===== src/rtl/cp0_gen_pkg.sv =====
// cp0_gen_pkg: register numbers, SR/Cause field positions, ExcCode values
// and the EPC helper shared by the coprocessor 0 files.
package cp0_gen_pkg;

  localparam logic [4:0] REG_BADVADDR = 5'd8;
  localparam logic [4:0] REG_COUNT    = 5'd9;
  localparam logic [4:0] REG_COMPARE  = 5'd11;
  localparam logic [4:0] REG_SR       = 5'd12;
  localparam logic [4:0] REG_CAUSE    = 5'd13;
  localparam logic [4:0] REG_EPC      = 5'd14;
  localparam logic [4:0] REG_PRID     = 5'd15;

  localparam int SR_IE        = 0;
  localparam int SR_EXL       = 1;
  localparam int SR_IM_LO     = 10;
  localparam int CAUSE_EXC_LO = 2;
  localparam int CAUSE_IP_LO  = 10;
  localparam int CAUSE_TI     = 30;
  localparam int CAUSE_BD     = 31;

  localparam logic [4:0] EXC_INT  = 5'd0;
  localparam logic [4:0] EXC_ADEL = 5'd4;
  localparam logic [4:0] EXC_ADES = 5'd5;
  localparam logic [4:0] EXC_SYS  = 5'd8;
  localparam logic [4:0] EXC_RI   = 5'd10;
  localparam logic [4:0] EXC_OV   = 5'd12;

  // Return address for the handler: a delay-slot instruction restarts at
  // its branch, one word back (word index wraps modulo 2^30).
  function automatic logic [31:0] epc_calc(input logic [31:0] pc, input logic bd);
    logic [29:0] w;
    w = bd ? (pc[31:2] - 30'd1) : pc[31:2];
    return {w, 2'b00};
  endfunction

endpackage


===== src/rtl/cp0_timer.sv =====
// cp0_timer: prescaler plus Count/Compare with a sticky TI flag.
module cp0_timer #(
  parameter int COUNT_DIV = 2
) (
  input  logic        clk,
  input  logic        rst,
  input  logic        count_we,
  input  logic        compare_we,
  input  logic [31:0] wr_data,
  output logic [31:0] count_o,
  output logic [31:0] compare_o,
  output logic        ti_o
);

  localparam int PW = (COUNT_DIV > 1) ? $clog2(COUNT_DIV) : 1;

  logic [PW-1:0] presc_q, presc_d;
  logic [31:0]   count_q, count_d, compare_q, compare_d, count_inc;
  logic          ti_q, ti_d, presc_wrap;

  // Next-state: a Count write restarts the prescaler; a Compare write clears TI.
  always_comb begin
    presc_d    = presc_q;
    count_d    = count_q;
    compare_d  = compare_q;
    ti_d       = ti_q;
    presc_wrap = (presc_q == PW'(COUNT_DIV - 1));
    count_inc  = count_q + 32'd1;
    if (count_we) begin
      count_d = wr_data;
      presc_d = '0;
    end else begin
      presc_d = presc_wrap ? '0 : presc_q + PW'(1);
      if (presc_wrap) begin
        count_d = count_inc;
        if (count_inc == compare_q) ti_d = 1'b1;
      end
    end
    if (compare_we) begin
      compare_d = wr_data;
      ti_d      = 1'b0;
    end
  end

  // Timer state registers.
  always_ff @(posedge clk) begin
    if (rst) begin
      presc_q   <= '0;
      count_q   <= '0;
      compare_q <= '0;
      ti_q      <= 1'b0;
    end else begin
      presc_q   <= presc_d;
      count_q   <= count_d;
      compare_q <= compare_d;
      ti_q      <= ti_d;
    end
  end

  assign count_o   = count_q;
  assign compare_o = compare_q;
  assign ti_o      = ti_q;

endmodule


===== src/rtl/cp0_gen.sv =====
// cp0_gen: MIPS coprocessor 0 (SR, Cause, EPC, PrID, BadVAddr) with
// interrupt/exception acceptance for the M stage.
// Optional Count/Compare timer is built when CP0_TIMER_EN is defined.
module cp0_gen
  import cp0_gen_pkg::*;
#(
  parameter int          NUM_HWINT = 6,
  parameter logic [31:0] PRID_VAL  = 32'h0000_C0DE,
  parameter int          COUNT_DIV = 2
) (
  input  logic                 clk,
  input  logic                 rst,
  input  logic [4:0]           rd_addr,
  input  logic [4:0]           wr_addr,
  input  logic [31:0]          wr_data,
  input  logic                 we,
  input  logic [31:0]          pc,
  input  logic                 in_bd,
  input  logic [4:0]           exc_code,
  input  logic [31:0]          bad_vaddr,
  input  logic [NUM_HWINT-1:0] hw_int,
  input  logic                 eret,
  output logic                 int_req,
  output logic                 exc_take,
  output logic [31:0]          epc_out,
  output logic [31:0]          rd_data
);

  logic [NUM_HWINT-1:0] sr_im_q, sr_im_d, cause_ip_q, cause_ip_d;
  logic                 sr_exl_q, sr_exl_d, sr_ie_q, sr_ie_d;
  logic                 cause_bd_q, cause_bd_d;
  logic [4:0]           cause_exc_q, cause_exc_d;
  logic [31:0]          epc_q, epc_d, badva_q, badva_d;
  logic [NUM_HWINT-1:0] ip_eff, ip_rd;
  logic                 exc_req, wr_ok, ti;
  logic [31:0]          sr_rd, cause_rd;
  logic [1:0]           unused_pc;

  assign unused_pc = pc[1:0];

`ifdef CP0_TIMER_EN
  logic [31:0] count, compare;

  cp0_timer #(.COUNT_DIV(COUNT_DIV)) u_timer (
    .clk        (clk),
    .rst        (rst),
    .count_we   (wr_ok && (wr_addr == REG_COUNT)),
    .compare_we (wr_ok && (wr_addr == REG_COMPARE)),
    .wr_data    (wr_data),
    .count_o    (count),
    .compare_o  (compare),
    .ti_o       (ti)
  );
`else
  localparam int UNUSED_DIV = COUNT_DIV;
  assign ti = 1'b0;
`endif

  // Acceptance logic; TI shares the top hardware interrupt line.
  always_comb begin
    ip_eff = hw_int;
    ip_rd  = cause_ip_q;
    ip_eff[NUM_HWINT-1] = hw_int[NUM_HWINT-1] | ti;
    ip_rd[NUM_HWINT-1]  = cause_ip_q[NUM_HWINT-1] | ti;
    int_req  = (|(ip_eff & sr_im_q)) & sr_ie_q & ~sr_exl_q;
    exc_req  = (exc_code != EXC_INT) & ~sr_exl_q;
    exc_take = int_req | exc_req;
    wr_ok    = we & ~exc_take;
  end

  // Next-state: accept beats eret beats mtc0; eret's EXL clear beats an SR write.
  always_comb begin
    sr_im_d     = sr_im_q;
    sr_exl_d    = sr_exl_q;
    sr_ie_d     = sr_ie_q;
    cause_bd_d  = cause_bd_q;
    cause_exc_d = cause_exc_q;
    cause_ip_d  = hw_int;
    epc_d       = epc_q;
    badva_d     = badva_q;
    if (exc_take) begin
      sr_exl_d    = 1'b1;
      cause_exc_d = int_req ? EXC_INT : exc_code;
      cause_bd_d  = in_bd;
      epc_d       = epc_calc(pc, in_bd);
      if (!int_req && (exc_code == EXC_ADEL || exc_code == EXC_ADES))
        badva_d = bad_vaddr;
    end else begin
      if (wr_ok) begin
        case (wr_addr)
          REG_SR: begin
            sr_im_d  = wr_data[SR_IM_LO +: NUM_HWINT];
            sr_exl_d = wr_data[SR_EXL];
            sr_ie_d  = wr_data[SR_IE];
          end
          REG_EPC: epc_d = {wr_data[31:2], 2'b00};
          default: ;
        endcase
      end
      if (eret) sr_exl_d = 1'b0;
    end
  end

  // Architectural registers.
  always_ff @(posedge clk) begin
    if (rst) begin
      sr_im_q     <= '0;
      sr_exl_q    <= 1'b0;
      sr_ie_q     <= 1'b0;
      cause_bd_q  <= 1'b0;
      cause_exc_q <= '0;
      cause_ip_q  <= '0;
      epc_q       <= '0;
      badva_q     <= '0;
    end else begin
      sr_im_q     <= sr_im_d;
      sr_exl_q    <= sr_exl_d;
      sr_ie_q     <= sr_ie_d;
      cause_bd_q  <= cause_bd_d;
      cause_exc_q <= cause_exc_d;
      cause_ip_q  <= cause_ip_d;
      epc_q       <= epc_d;
      badva_q     <= badva_d;
    end
  end

  // mfc0 read mux from current state.
  always_comb begin
    sr_rd    = '0;
    cause_rd = '0;
    sr_rd[SR_IM_LO +: NUM_HWINT]       = sr_im_q;
    sr_rd[SR_EXL]                      = sr_exl_q;
    sr_rd[SR_IE]                       = sr_ie_q;
    cause_rd[CAUSE_BD]                 = cause_bd_q;
    cause_rd[CAUSE_TI]                 = ti;
    cause_rd[CAUSE_IP_LO +: NUM_HWINT] = ip_rd;
    cause_rd[CAUSE_EXC_LO +: 5]        = cause_exc_q;
    case (rd_addr)
      REG_BADVADDR: rd_data = badva_q;
`ifdef CP0_TIMER_EN
      REG_COUNT:    rd_data = count;
      REG_COMPARE:  rd_data = compare;
`endif
      REG_SR:       rd_data = sr_rd;
      REG_CAUSE:    rd_data = cause_rd;
      REG_EPC:      rd_data = epc_q;
      REG_PRID:     rd_data = PRID_VAL;
      default:      rd_data = '0;
    endcase
  end

  assign epc_out = epc_q;

endmodule

===== config.mk =====
export PLATFORM = sky130hd
export DESIGN_NAME = cp0_gen
export DESIGN_NICKNAME = d
export VERILOG_FILES = /design/src/rtl/cp0_gen_pkg.sv /design/src/rtl/cp0_timer.sv /design/src/rtl/cp0_gen.sv
export SDC_FILE = /design/constraint.sdc
export NUM_CORES = 1
export LEC_CHECK = 0
export CAP_MARGIN = 20
export CORE_MARGIN = 2
export CORE_UTILIZATION = 25
export CTS_CLUSTER_SIZE = 10
export DETAILED_ROUTE_END_ITERATION = 7
export DONT_BUFFER_PORTS = 1
export PLACE_DENSITY = 0.35
export SETUP_SLACK_MARGIN = 0.02
export SLEW_MARGIN = 20
export SYNTH_ARGS = -nofsm -noshare
export SYNTH_HDL_FRONTEND = slang
export SYNTH_SLANG_ARGS = --single-unit
export TNS_END_PERCENT = 20

===== constraint.sdc =====
create_clock -name clk -period 2.9 [get_ports clk]
set_clock_uncertainty 0.2 [all_clocks]
set_input_delay 0.58 -clock clk [delete_from_list [all_inputs] [get_ports clk]]
set_output_delay 0.58 -clock clk [all_outputs]
set_load 0.05 [all_outputs]

==> impl_metrics.ini, run 1 <==
[floorplan]
start_util_pct = 25.7
chipWidth_um = 143
rows = 50
io_pins = 188
die_h_um = 143
coreArea_um2 = 18800
dieArea_um2 = 20500

[worst_setup_path]
crit_family = compound AO/OA/AOI/OAI gates
worstPathArrival_ps = 1810
critical_path_class = flip-flop to output pin
r2r_cells = 6
endpoint_kind = output pin
slowest_stage = o31ai_2
path_cells = a22o_1 > o31ai_2 > inv_1 > nor2_4 > inv_1 > buf_12
critPathRequiredTime_ps = 2120
cp_common_cell = inv_1
crit_buf_inv = 3
cp-start-kind = flip-flop
crit_cells = 6
crit_fanout = 3
cpPeakStageDelay_ps = 350

[place]
gp_congestion = 0.809
dp.cells = 866
placed_cell_area_um2 = 5750
portBuffers = 0
dpl.hpwl_um = 14700

[synthesis]
yosysMostFrequentCell = dfxtp_1
yosysSeqAreaShare_pct = 34.0
postSynth.asyncResetShare_pct = 0
yosys-top-cells-area = dfxtp_1, nand3_1, a21oi_1
synth-seq-cells = 82
synth_top_cells_by_count = dfxtp_1, nand3_1, a21oi_1, o21ai_0, clkbuf_1
synth_cells = 591
synth_warnings = 0
netlist_area_um2 = 4830
ys_types = 65
avgSynthCellArea_um2 = 8.18
synth.largest_area_cell = dfxtp_1
synth_top_area_share_pct = 34.0
synth_edf_count = 0
yosys_most_used_dff = dfxtp_1

[grt]
grt_pass1_vias = 4575
grt_first_pass_wirelength_um = 28500
antenna_found_initial = 0
grt.overflow.total = 0
grt_max_degree = 90
grt_use_total_pct = 18.4

[sta]
drv_slew = 0
period_share_pct = 89.2
finalSetupTns_ps = 0
slew_headroom_pct = 52.1
finalHoldViolations = 0
rsz0062_at_grt = false
setup_viol = 0
fin_crit_ps = 2590
tightest_slew_ps = 717
fmaxAchievable_mhz = 386

[clock_network]
cts_tree = done
numCtsBuffers = 9
h-tree-depth = 3
ctsResizeCount = 0
clock_latency_ps = 340
cts.reportedPaths.clkPinSlew_ps = 60
clockBufferDepth = 2
cts_setup_buffers = 0
cts.sinks = 82
clockRootBuffer = clkbuf_16
cts_hold_buffers = 0

[power_and_ir_drop]
p_leak_nw = 2.03
p_clk_share_pct = 42.8
swShare_pct = 28.4
intPower_w = 0.00217
p_switching_w = 0.000861
p_per_area_nw_per_um2 = 498
power_frac_seq_pct = 42.6
power_frac_comb_pct = 14.6
vdd_drop_max_mv = 0.264

[finish]
antenna_cells = 0
fin_area_um2 = 6090
fin_cells = 882
drive_gt1_share_pct = 17.7
syn_to_final_growth_pct = 25.9
final_nets = 740
utilization_pct = 32.3

[min_path]
hold_depth = 1
hold_class = input port to flip-flop

[routing]
wl_per_cell_um = 22.2
vias = 4791
final_antenna_net_count = 0
vias_per_cell = 5.43
drc = 0
drt_iter0_drc = 416
drt_pre_antenna_iters = 6
routed_wirelength_um = 19500

[flow_run]
drv_cap = 0

[outcome]
outcome = finished, final reports clean
[metal layers]
metal | share of wire (%) | track usage (%)
met1 | 46 | 25.4
met2 | 45 | 28.0
met3 | 8.6 | 5.97
met4 | 0.69 | 4.06
met5 | 0 | 0
[per-stage QoR]
step | setup slack [ps] | total power [W] | hold WS [ps]
5_1_grt | 137 | 0.00315 | 94.3
3_3_place_gp | 280 | 0.00176 | 251
6_report | 312 | 0.00303 | 117
3_5_place_dp | 257 | 0.00176 | 258
4_1_cts | 242 | 0.00307 | 96.8
2_1_floorplan | 165 | 0.00163 | 240
[cells in the final DEF (no fill, tap or decap), drive strengths merged, types with 16 or more instances in the layout]
cell type,n
dfxtp,82
buf,73
nand3,48
o21ai,44
a21oi,44
nand2,31
inv,30
a31oi,23
a2111oi,23
a22o,21
a311oi,17
a211oi,16
[final cells by class]
class	instances	area, um^2
Clock buffer	12	267
Clock inverter	4	72.6
Fill cell	1970	12700
Inverter	30	113
Multi-Input combinational cell	421	2820
Sequential cell	82	1640
Tap cell	260	325
Timing Repair Buffer	73	848
[sequential cells by signal, indices dropped and copies added, names as in the netlist]
register / count
badva_q: 32
cause_ip_q: 6
epc_out: 30
sr_exl_q: 1
cause_exc_q: 5
sr_ie_q: 1
cause_bd_q: 1
sr_im_q: 6
[cells by family (layout without fill, tap and decap cells)]
logic type	Yosys count	count (layout)	synth area share [%]
compound gates	221	221	31.4
xor+xnor	8	8	1.45
fa+ha+maj	1	1	0.259
buf+inv	89	119	8.59
flops	82	82	34.0
mux	15	15	3.11
other cells	1	2	0.0776
simple gates	174	174	21.2
[power groups by stage]
stage	clock [W]	sequential [W]	combinational, W
floorplan	0	0.00138	0.000253
global placement	0	0.00132	0.000441
detailed placement	0	0.00132	0.000444
CTS	0.00134	0.00129	0.000445
global route	0.00138	0.00130	0.000475
finish	0.00130	0.00129	0.000443
[final timing paths]
path / slack [ps] / end / start
setup / recovery: 310 / exc_take / sr_im_q[2]
hold reg to reg: 270 / cause_exc_q[0] / cause_exc_q[0]
hold / removal: 120 / badva_q[15] / rst
setup reg to reg: 590 / epc_out[20] / sr_im_q[2]
[worst register-to-register path, stage by stage, from the launching register on]
cell       delay (ps)
dfxtp_1           340
a22o_1            290
o31ai_2           350
inv_1             150
buf_4             230
a2111oi_0         510
a311oi_1          120
(Power assumes the default switching activity.)
==> inputs of run 2 (changes only) <==
==> constraint.sdc (replaced) <==
create_clock -name clk -period 2.9 [get_ports clk]
set_clock_uncertainty 0.2 [all_clocks]
set_input_delay 0.725 -clock clk [delete_from_list [all_inputs] [get_ports clk]]
set_output_delay 0.725 -clock clk [all_outputs]
set_load 0.05 [all_outputs]
==> impl_metrics.ini, run 2 (synthesis results as in run 1) <==
[outcome]
outcome = finished, final reports clean

[power_and_ir_drop]
p_total_w = 0.00295
vdd_drop_max_mv = 0.201
p_leak_nw = 2.14
p_per_area_nw_per_um2 = 470

[worst_setup_path]
cp-start-kind = input port
critical_path_class = input port to output pin
endpoint_kind = output pin
worstPathArrival_ps = 1860
crit_fanout = 3
r2r_start = sr_im_q[2]
critPathRequiredTime_ps = 1980
critPathLaunch = hw_int[2]

[routing]
routed_wirelength_um = 19700
vias_per_cell = 5.45
drt_pre_antenna_iters = 5
final_antenna_net_count = 0
drc = 0
drt_iter0_drc = 293
wl_per_cell_um = 21.9
vias = 4903

[floorplan]
rows = 50
start_util_pct = 25.7
io_pins = 188
dieArea_um2 = 20500
chipWidth_um = 143
coreArea_um2 = 18800
die_h_um = 143

[sta]
slew_headroom_pct = 58.3
tightest_slew_ps = 625
rsz0062_at_grt = false
fmaxAchievable_mhz = 359
setup_viol = 0
finalSetupTns_ps = 0
finalHoldViolations = 0
period_share_pct = 96.1
drv_slew = 0
fin_crit_ps = 2790

[grt]
grt_max_degree = 90
grt_pass1_vias = 4744
grt_first_pass_wirelength_um = 29300
grt_use_total_pct = 19.0
antenna_found_initial = 1
grt.overflow.total = 0

[finish]
drive_gt1_share_pct = 21.6
final_nets = 758
syn_to_final_growth_pct = 29.9
fin_area_um2 = 6280
regMostFlops = badva_q
fill_cells = 1999
final_common_cell = dfxtp_1
final_cell_mix = dfxtp_1, buf_4, o21ai_0
largest_register_ff_count = 32
antenna_cells = 0
utilization_pct = 33.3

[place]
placed_cell_area_um2 = 5970
gp_congestion = 0.802
portBuffers = 0
dpl.hpwl_um = 14900

[flow_run]
drv_cap = 0

[clock_network]
clockRootBuffer = clkbuf_16
cts.reportedPaths.clkPinSlew_ps = 60
clockBufferDepth = 2
clock_latency_ps = 340
cts_tree = done
h-tree-depth = 3
numCtsBuffers = 9
cts.sinks = 82
cts_hold_buffers = 0

[min_path]
min_from = rst
hold_class = input port to flip-flop
## run 2: cell count changes in the layout (fill, tap and decap cells not counted), moves of 2 or more
cell	delta
buf_4	+14
nand2_1	-6
clkinv_2	+2
buf_12	+4
nand3_2	+4
nand3_1	-4
nand2_2	+6
## run 2: path summary, 6_finish.rpt
check	endpoint	slack [ps]	cells after the start
hold reg to reg	cause_exc_q[4]	260	2
setup / recovery	exc_take	110	5
setup reg to reg	epc_out[24]	380	7
hold / removal	cause_ip_q[1]	250	1
## run 2: per-stage QoR
stage                     hold WS [ps]  worst slack [ps]  std cells
after CTS                          240              78.1        900
final                              250               113        900
after floorplan                    240              8.20        592
after global routing               235              33.6        900
after global placement             248              -102        884
after detailed placement           259             -35.5        884
## run 2: area by class of cell
type	instances	area [um^2]	share of cell area, %
Clock buffer	11	253	4.03
Timing Repair Buffer	91	1030	16.5
Tap cell	260	325	5.18
Multi-Input combinational cell	421	2860	45.6
Inverter	30	113	1.79
Sequential cell	82	1640	26.1
Clock inverter	5	52.6	0.837
## run 2: worst max-delay path, stage by stage
cell	delay, ps
a22o_1	280
o31ai_2	370
inv_1	140
nor2_4	110
inv_1	230
## run 2: power breakdown
part / switching, W / internal (W)
combinational: 0.000363 / 0.000184
sequential: 0.0000317 / 0.00119
clock: 0.000476 / 0.000710
total: 0.000871 / 0.00208
## run 2: metal layers
metal  GRT usage (%)  routed length (um)  share of wire [%]
met5               0                  13              0.066
met4            6.83                 379                1.9
met3            6.64                1800                9.1
met2            27.2                8480                 43
met1            26.2                9060                 46
## run 2: what timing repair did
item / in CTS / in global routing
setup endpoints to repair: 0 / 3
resized for setup: 0 / 1
setup buffers: 0 / 0
==> RTL change, RTL diff (flow settings as in run 1) <==
Set the parameter `PRID_VAL` to 32'h0000606F (it was 32'h0000_C0DE).
--- a/src/rtl/cp0_gen.sv
+++ b/src/rtl/cp0_gen.sv
@@ -5,7 +5,7 @@
   import cp0_gen_pkg::*;
 #(
   parameter int          NUM_HWINT = 6,
-  parameter logic [31:0] PRID_VAL  = 32'h0000_C0DE,
+  parameter logic [31:0] PRID_VAL  = 32'h0000606F,
   parameter int          COUNT_DIV = 2
 ) (
   input  logic                 clk,
Formal check against the unedited RTL: not equivalent (a bounded check fails within 4 cycles, from zero or initial values and one cycle with rst high).
==> RTL change against run 1 <==
Design area is 0.18% lower; sequential cell count stayed put; clock power decreased by 12%; sequential share of layout area is essentially flat; power decreased by 4.2%; wire length decreased by 2.5%; worst setup slack worse by 0.13 ns; synthesized cell count is 5.2% lower; register-to-register slack improved by 0.08 ns; area after synthesis fell by 2.9%; global-route usage up 0.27 points; largest cell class unchanged.
==> RTL change: results (changes against run 1) <==
Run status
  • Status: finished clean

Power
  • Net Sw Power: 880.1 uW (+2.2%)
  • Max IR drop VDD: 0.0002347 V (-11%)
  • Power Combinational: 423 uW (-4.5%)
  • Clock Power: 1.15 mW (-12%)
  • P_leak: 1.970 nW (-2.8%)

GRT
  • Pin count of the biggest net entering global routing: 86 (-4.4%)
  • GRT Overall Usage: 18.69% (+0.27 points)
  • First-pass GRT wire length: 28610 um (+0.48%)
  • Number of global-route vias before repair: 4544 (-0.68%)

Layout
  • Fillers: 1942 (-1.4%)
  • Final nets: 716 (-3.2%)
  • Layout cells sized above 1: 19.23% (+1.5 points)

Worst setup path
  • Reg-to-Reg End: epc_out[28]$_SDFFE_PP0P_
  • Crit path to: rd_data[31]
  • Crit-path max FO: 16 (+13)
  • R2R Path Start: sr_im_q[1]$_SDFFE_PP0P_

STA
  • Slew headroom: 50.63% (-1.5 points)

Synthesis
  • Register area share after synthesis: 34.98% (+1.0 points)
  • Synth area leaders: dfxtp_1 (35%), a21oi_1 (5.4%), o21ai_0 (4.9%), mux2i_1 (4.5%), a2111oi_0 (4.3%)
  • Syn Area/Cell: 8.381 um2 (+2.4%)
  • Yosys warning total: 0 (unchanged)
  • Yosys cell types: 57 (-12%)

Clock tree
  • Clock root cell: clkbuf_16
  • Worst-path clk slew: 0.06 ns (about the same)

Place
  • Placed Cells: 816 (-5.8%)
  • Hpwl dp: 14400 um (-2.1%)
  • DP Area: 0.005772 mm2 (+0.41%)
  • RePlAce Congestion: 0.8186 (+1.2%)

Hold path
  • Hold path depth: 1 (unchanged)

Route
  • Drt total wl: 19050 um (-2.5%)
  • Routed len/inst: 22.87 um (+3.2%)
  • Drt initial violations: 319 (-23%)
[RTL change: logic make-up after synthesis]
group / after synthesis / synth area share, %
compound gates: 224 / 33.30
fa+ha+maj: 1 / 0.2666
flops: 82 / 34.98
other cells: 1 / 0.07990
simple gates: 156 / 19.49
buf+inv: 65 / 5.545
xor+xnor: 10 / 1.866
mux: 21 / 4.479
[RTL change: per-layer routing]
| layer | vias to the layer above | global-route usage, % | share of wire, % |
|---|---|---|---|
| li1 | 2267 | - | - |
| met4 | 0 | 4.684 | 1.2 |
| met1 | 2260 | 26.86 | 49 |
| met2 | 180 | 27.16 | 43 |
| met5 | - | 0 | 0 |
| met3 | 16 | 5.707 | 7.4 |
[RTL change: critical path, stage by stage]
cell and delay (ns):
nand3b_1 0.33, nor3b_2 0.31, buf_4 0.27, a222oi_1 0.14
inv_1 0.14, buf_12 0.14
[RTL change: stage by stage]
stage	power [mW]	utilization [%]	setup WS [ns]	hold slack (ns)
final	2.903	32.70	0.1848	0.1297
after global routing	3.025	32.70	0.09663	0.1084
after CTS	2.948	32.69	0.1915	0.09326
after detailed placement	1.780	31.06	0.1976	0.2609
after global placement	1.776	31.06	0.2204	0.2553
after floorplan	1.634	-	-0.3812	0.2431
[RTL change: cell type report]
cell class              instances  area, um2  area share, %
clock buffers                  13      280.3          4.613
flip-flops and latches         82       1642          27.02
repair buffers                 77      953.4          15.69
clock inverters                 3      21.27         0.3501
diodes                          1      2.502        0.04119
inverters                       9      33.78         0.5560
multi-input cells             414       2850          46.91
well taps                     234      292.8          4.819
